==> src/rtl/gate_scheduler_pkg.sv <==
// Shared definitions for the gate scheduler, gate evaluator and LSTM top level.
// Latency: none (types, constants and a width helper only).
// Backpressure: not applicable.
package gate_scheduler_pkg;

  // Default Q-format of the signed fixed-point datapath word.
  localparam int QN_DEF = 6;
  localparam int QM_DEF = 11;

  // Word width: sign bit plus integer and fractional bits.
  function automatic int gate_bw(input int qn, input int qm);
    return qn + qm + 1;
  endfunction

  localparam int BW_DEF = QN_DEF + QM_DEF + 1;

  // Scheduler phases; PH0/PH1 line up with the evaluator's two internal phases.
  typedef enum logic [1:0] {
    ST_IDLE = 2'd0,
    ST_PH0  = 2'd1,
    ST_PH1  = 2'd2
  } gate_state_e;

endpackage

==> src/rtl/gate_scheduler_rr_arbiter.sv <==
// Round-robin pick: first valid requester after last_grant, wrapping modulo N.
// Latency: purely combinational.
// Backpressure: none; the caller decides whether the grant is used.
module rr_arbiter #(
  parameter int N   = 4,
  parameter int IDW = $clog2(N)
) (
  input  logic [N-1:0]   valid,
  input  logic [IDW-1:0] last_grant,
  output logic [N-1:0]   grant,
  output logic [IDW-1:0] grant_idx
);

  // Walk the requesters starting one past the last winner; take the first valid.
  always_comb begin
    logic           found;
    logic [IDW-1:0] idx;
    grant     = '0;
    grant_idx = '0;
    found     = 1'b0;
    idx       = '0;
    for (int k = 1; k <= N; k++) begin
      idx = IDW'((int'(last_grant) + k) % N);
      if (!found && valid[idx]) begin
        found      = 1'b1;
        grant[idx] = 1'b1;
        grant_idx  = idx;
      end
    end
  end

endmodule

==> src/rtl/gate_scheduler.sv <==
// Time-shares one two-phase gate evaluator among N_REQ requesters, round-robin.
// Latency: 3 cycles from the accepting edge to resp_valid; one evaluation per 2 cycles.
// Backpressure: req_ready only in IDLE/PH1 and only to a valid requester; responses cannot stall.
module gate_scheduler
  import gate_scheduler_pkg::*;
#(
  parameter int QN    = QN_DEF,
  parameter int QM    = QM_DEF,
  parameter int N_REQ = 4,
  localparam int BW   = QN + QM + 1,
  localparam int IDW  = $clog2(N_REQ)
) (
  input  logic              clk,
  input  logic              reset,
  input  logic [N_REQ-1:0]  req_valid,
  input  logic [N_REQ*BW-1:0] req_operand,
  output logic [N_REQ-1:0]  req_ready,
  output logic [BW-1:0]     gate_operand,
  output logic              gate_reset,
  input  logic [BW-1:0]     gate_result,
  output logic              resp_valid,
  output logic [IDW-1:0]    resp_id,
  output logic [BW-1:0]     resp_result,
  output logic              busy
);

  gate_state_e    state_q, state_d;
  logic [IDW-1:0] last_grant_q, last_grant_d;
  logic [BW-1:0]  op_q, op_d;
  logic [IDW-1:0] id_q, id_d;
  logic           resp_valid_q, resp_valid_d;
  logic [IDW-1:0] resp_id_q, resp_id_d;

  logic [N_REQ-1:0] grant;
  logic [IDW-1:0]   grant_idx;
  logic             can_accept;
  logic             accept;

  rr_arbiter #(.N(N_REQ), .IDW(IDW)) u_arb (
    .valid      (req_valid),
    .last_grant (last_grant_q),
    .grant      (grant),
    .grant_idx  (grant_idx)
  );

  // Grants are offered only between evaluations, and never while reset is held.
  assign can_accept = reset && ((state_q == ST_IDLE) || (state_q == ST_PH1));
  assign req_ready  = can_accept ? grant : '0;
  assign accept     = |req_ready;

  // Next state, operand/index capture and response strobe.
  always_comb begin
    state_d      = state_q;
    last_grant_d = last_grant_q;
    op_d         = op_q;
    id_d         = id_q;
    resp_valid_d = (state_q == ST_PH1);
    resp_id_d    = id_q;
    case (state_q)
      ST_IDLE: if (accept) state_d = ST_PH0;
      ST_PH0:  state_d = ST_PH1;
      ST_PH1:  state_d = accept ? ST_PH0 : ST_IDLE;
      default: state_d = ST_IDLE;
    endcase
    if (accept) begin
      last_grant_d = grant_idx;
      id_d         = grant_idx;
      for (int i = 0; i < N_REQ; i++) begin
        if (req_ready[i]) op_d = req_operand[i*BW +: BW];
      end
    end
  end

  // State and capture registers; reset discards any in-flight evaluation.
  always_ff @(posedge clk or negedge reset) begin
    if (!reset) begin
      state_q      <= ST_IDLE;
      last_grant_q <= IDW'(N_REQ - 1);
      op_q         <= '0;
      id_q         <= '0;
      resp_valid_q <= 1'b0;
      resp_id_q    <= '0;
    end else begin
      state_q      <= state_d;
      last_grant_q <= last_grant_d;
      op_q         <= op_d;
      id_q         <= id_d;
      resp_valid_q <= resp_valid_d;
      resp_id_q    <= resp_id_d;
    end
  end

  // Evaluator is held in phase 0 whenever no evaluation is running.
  assign gate_operand = op_q;
  assign gate_reset   = (state_q == ST_IDLE);
  assign busy         = (state_q != ST_IDLE);
  assign resp_valid   = resp_valid_q;
  assign resp_id      = resp_id_q;
  assign resp_result  = gate_result;

endmodule
==> config.mk <==
export PLATFORM = sky130hd
export DESIGN_NAME = gate_scheduler
export DESIGN_NICKNAME = d
export VERILOG_FILES = /design/src/rtl/gate_scheduler_pkg.sv /design/src/rtl/gate_scheduler_rr_arbiter.sv /design/src/rtl/gate_scheduler.sv
export SDC_FILE = /design/constraint.sdc
export NUM_CORES = 1
export LEC_CHECK = 0
export ABC_AREA = 1
export BUFFER_PORTS_ARGS = -buffer_cell sky130_fd_sc_hd__clkbuf_2
export CORE_UTILIZATION = 42
export DETAILED_ROUTE_END_ITERATION = 12
export GPL_TIMING_DRIVEN = 0
export PLACE_DENSITY = 0.81
export SLEW_MARGIN = 20
export SYNTH_ARGS = -nofsm -noshare
export SYNTH_HDL_FRONTEND = slang
export SYNTH_SLANG_ARGS = --single-unit
export TNS_END_PERCENT = 50
==> constraint.sdc <==
create_clock -name clk -period 6.5 [get_ports clk]
set_input_delay 0.65 -clock clk [delete_from_list [all_inputs] [get_ports clk]]
set_output_delay 0.65 -clock clk [all_outputs]
set_load 0.01 [all_outputs]
After elaboration in Yosys (flattened, before gate mapping)

Cells that the tools add are included.

$add $sub $neg: 4
Reductions and logical operators: 17
Bitwise gates (word level): 3
Multipliers: 0
Divide/modulo/power cells: 0
Eq/ne operators: 3
Multiplexer cells: 35
Order comparisons: 8
Shift operators: 0

Operator list:

| cell                  | count |
|---|---|
| $mux W18              | 4 |
| $mux W4               | 5 |
| $lt A2 B3 Y1 const B  | 4 |
| $mux W1               | 12 |
| $or A4 B4 Y4          | 3 |
| $mux W2               | 5 |
| $bmux W1 S2           | 4 |
| $demux W1 S2          | 4 |
| $ge A2 B1 Y1 const B  | 4 |
| $logic_and A1 B1 Y1   | 8 |
| $pmux W2 S3           | 1 |
| $add A2 B1 Y2 const B | 2 |
| $add A2 B2 Y2 const B | 2 |
| $reduce_bool A4 Y1    | 1 |
| $reduce_or A4 Y1      | 1 |
| $logic_not A1 Y1      | 3 |
| $eq A2 B1 Y1 const B  | 1 |
| $eq A2 B2 Y1 const B  | 1 |
| $logic_not A2 Y1      | 1 |
| $ne A2 B1 Y1 const B  | 1 |
| $reduce_and A2 Y1     | 1 |
| $reduce_bool A2 Y1    | 1 |
| $logic_or A1 B1 Y1    | 1 |

Flip-flop bits (word level): 27
RAM bits: 0
Memories: 0
Output and inout bits: 45
Latch bits: 0
Input port bits: 96
Word-level logic and storage cells: 76
ROM bits: 0

Depth between registers and ports, before layout

Word-level depth: 18
Mapped depth: 17
Gate-level depth less buffers: 16

Modules after synthesis

Synthesis repeated with hierarchy kept, for this count alone.

Cells, all modules: 410
Area, all modules: 2582.5 µm²

Modules (own cells, without submodules):

| module         | cells each | times used | area each (µm²) |
|---|---|---|---|
| gate_scheduler | 325        | 1          | 2047.0 |
| rr_arbiter     | 85         | 1          | 535.5 |

Worst setup path after synthesis

OpenSTA, ideal clock, no wires.

Path kind: reg2out
Start point: register last_grant_q[1]
End point: output port req_ready[3]
Buffers on the path: 2
Data required time: 5.850 ns
Arrival time: 2.218 ns
Slack: 3.632 ns
Cell stages (with the launch flop): 13
Cells stage by stage: dfstp_2 -> inv_1 -> ha_1 -> inv_1 -> nand3_2 -> nand2_2 -> nor2_4 -> nand3_4 -> nand3_1 -> nand2_1 -> buf_4 -> buf_6 -> inv_1

Cells in the longest elaborated chain, start to end: 14
Elaborated cells between the ends (all ways): 49

RTL lines:

| item                                                  | line                            | text |
|---|---|---|
| start: declaration                                    | gate_scheduler.sv:28            | `logic [IDW-1:0] last_grant_q, last_grant_d;` |
| start signal: assignment                              | gate_scheduler.sv:78            | `last_grant_q <= IDW'(N_REQ - 1);` |
| start signal: assignment                              | gate_scheduler.sv:85            | `last_grant_q <= last_grant_d;` |
| branches (longest 12 deep; another with $lt A2 B3 Y1) | --                              |  |
| $mux W4 *                                             | gate_scheduler_rr_arbiter.sv:24 | `if (!found && valid[idx]) begin` |
| $mux W4 *                                             | gate_scheduler.sv:48            | `assign req_ready = can_accept ? grant : '0;` |
| end: declaration                                      | gate_scheduler.sv:17            | `output logic [N_REQ-1:0] req_ready,` |

Mark *: on every way between the ends. The select of a mux whose other input is x is not followed.

Final worst setup path

Ends and elaborated chain as after synthesis.

==> impl_results.md <==
- Worst Path Max Fanout: 10
- Area growth from synthesis to layout: 29.32%
- Antenna violations before repair: 0
- Starting DRT DRC Count: 83
- Worst-Margin Slew: 0.7058 ns
- Simple-Gate Fraction of Synth Area: 45.40%
- Post-synthesis adder-cell area fraction: 3.935%
- Top cell by count, worst path: inv_1
- TritonRoute pass-1 iters: 4
- Syn. warnings: 0
- R2R depth: 16
- Clock buffer depth: 2
- R2r endpoint: gate_operand[9]$_DFFE_PN0P_
- Utilization after layout: 57.96%
- Fill cells: 576
- F_max: 0.2752 GHz
- Root Buffer: clkbuf_8
- Setup_tns: 0 ns
- DRC errors left: 0
- XOR/XNOR Fraction of Synth Area: 0%
- Status: finished clean
- Chip Height: 79.82 um
- Ports: 141
- WP data required: 5.85 ns
- H-tree levels: 1
- Slew margin rel.: 52.95%
- Die ar.: 0.006371 mm2
- Antenna viol nets, final: 0
- Seq cells post-synth: 27
- Fraction of layout cells with a size suffix above 1: 32.16%
- Aggregate global routing overflow: 0
- GRT Total Usage: 22.00%
- Synth area leaders: dfrtp_1 (25%), nand2_1 (17%), nand3_1 (10%)
- Diode count: 0
- CTS tree: done
- CTS Hold Bufs: 0
- Die Wd: 79.82 um
- Setup CP Type: register to output pin
- Post-CTS sizing: 0
- Post-synth top area share: 24.59%
- Tot Pwr: 1838 uW
- Crit Reg-Reg Startpoint: last_grant_q[1]$_DFFE_PN1P_
- HP Class: register to register
- Worst VDD drop: 335.2 uV
- FFs w/ async S/R, synth: 100.0%
- Slowest Stage Delay on Critical Path: 0.62 ns
- WL final: 7096 um
- Critical-path cell list: inv_1 -> ha_1 -> inv_1 -> nand3_2 -> nand2_2 -> nor2_4 -> nand3_4 -> nand3_1 -> nand2_1 -> buf_4 -> buf_6 -> inv_1 -> clkbuf_2
- Main combinational cell family by area after synthesis: simple AND/OR/NAND/NOR gates
- Sequential share of the synthesized area: 26.66%
- GR Util met1: 27.44%
- WHS Endpoint: resp_id[1]$_DFF_PN0_
- P_leak: 0.002120 uW
- CP top delay family: simple AND/OR/NAND/NOR gates
- Unique cell type count in the Yosys netlist: 26
- First-pass GRT wire length: 11140 um
- Tmin final: 3.633 ns
- Crit path buf inv count: 6
- Top-count cell post-synth: nand2_1
- Initial Util: 44.82%
- Pre-CTS WS: 2.984 ns
- Fin. Hold Viols: 0
- Final period util: 55.90%
- Fin Clk Skew: 0.005653 ns
- Pin count of the biggest net entering global routing: 29
- Clk_lat worst skew: 0.27 ns
- TritonCTS Sinks: 27
- Hold Path Stages: 0
- Max-capacitance violation count: 0
- Main synth FF type: dfrtp_1
- CTS buffer count: 3
- Clk slew on worst S/H paths: 0.09 ns
- Worst R2R Setup Slack: 3.50 ns
- Post-synth EDFFs: 0
- Number of global-route vias before repair: 2542
- Crit-path slowest cell: dfstp_2
- Post-DP HPWL: 5513 um
- Total core area: 0.005675 mm2
- Commonest cells post-synth: nand2_1 (115), inv_1 (69), nor2_1 (60)
- Rows: 27
- PwrDens: 558.7 mW/mm2
- Worst EP arrival: 2.98 ns
- Drt via density: 4.708
- GR met2 Demand/Resource: 40.09%
- Grt met3 use: 3.086%
- Setup bufs post-CTS: 0
- GR peak layer: met2
- Final nets: 643
- Leading area contributor after synthesis: dfrtp_1
- WL/cell: 11.63 um
- Synth Area in Compound Gates: 3.296%
- Final Max Tran Viols: 0
- Final setup violation count: 0
- Cells after Synth: 412
- Post-synthesis mux area share: 0%
- Mapped Area: 0.002544 mm2
- Mean Syn Cell Area: 6.174 um2
- Hold path start: id_q[1]$_DFFE_PN0P_
- # port buffers: 122
- Setup ws final: 2.867 ns
- Syn nets: 516
- Startpoint type of the worst setup path: register
- Placer Congestion: 0.8420
- Detailed-route via count: 2872
- RSZ-0062 raised after global routing: no
- Worst setup EP type: output pin
-- cells in the final DEF, fill, tap and decap left out, drive strengths merged --
| cell | count |
|---|---|
| buf | 31 |
| a21oi | 3 |
| inv | 72 |
| nand2 | 119 |
| clkbuf | 130 |
| nand4 | 19 |
| nand3 | 57 |
| o21ai | 4 |
| ha | 8 |
| a21boi | 4 |
| o211ai | 1 |
| nor2 | 63 |
| dfrtp | 25 |
| dfstp | 2 |
-- worst max-delay path by stage --
| stage | start | endpoint | cells past startpoint |
|---|---|---|---|
| 3_5_place_dp | reset | req_ready[0] | 8 |
| 6_report | last_grant_q[1]$_DFFE_PN1P_ | req_ready[3] | 13 |
| 3_3_place_gp | reset | req_ready[0] | 8 |
| 2_1_floorplan | last_grant_q[1]$_DFFE_PN1P_ | req_ready[3] | 12 |
| 4_1_cts | last_grant_q[1]$_DFFE_PN1P_ | req_ready[3] | 13 |
| 5_1_grt | last_grant_q[1]$_DFFE_PN1P_ | req_ready[2] | 13 |
-- routing by layer --
| metal | vias to the layer above | wire length [um] |
|---|---|---|
| li1 | 1496 | - |
| met1 | 1256 | 3032 |
| met2 | 116 | 3547 |
| met3 | 4 | 483 |
| met4 | 0 | 33 |
| met5 | - | 0 |
-- final cells by class --
type                    instances  area (um2)  share of cell area [%]
plain buffers                  35       254.0                   7.722
clock buffers                   4       45.04                   1.369
inverters                      72       272.8                   8.292
multi-input cells             278        1339                   40.70
flip-flops and latches         27       678.2                   20.62
well taps                      72       90.09                   2.739
repair buffers                122       610.6                   18.56
-- flip-flops by register name (all words and copies together) (netlist names) --
register	flops
state_q	2
resp_valid	1
last_grant_q	2
id_q	2
resp_id	2
gate_operand	18
-- per-stage QoR --
stage | area [um2] | hold slack, ns | std cells
floorplan | 2544 | 0.3540 | 412
global placement | 3244 | 0.3599 | 606
detailed placement | 3244 | 0.3629 | 606
CTS | 3289 | 0.3852 | 610
global route | 3289 | 0.3908 | 610
finish | 3289 | 0.3835 | 610
-- logic make-up after synthesis --
family | Yosys count
AO/OA/AOI/OAI | 12
adder cells (fa/ha/maj) | 8
buffers and inverters | 107
flip-flops | 27
AND/OR/NAND/NOR | 258
-- where the power goes --
group	leakage (uW)	internal, uW	switching (uW)
registers	0.000308	271	58.9
logic	0.00179	508	903
clock network	0.0000228	43.9	52.9
Power figures use the tool's default switching activity.
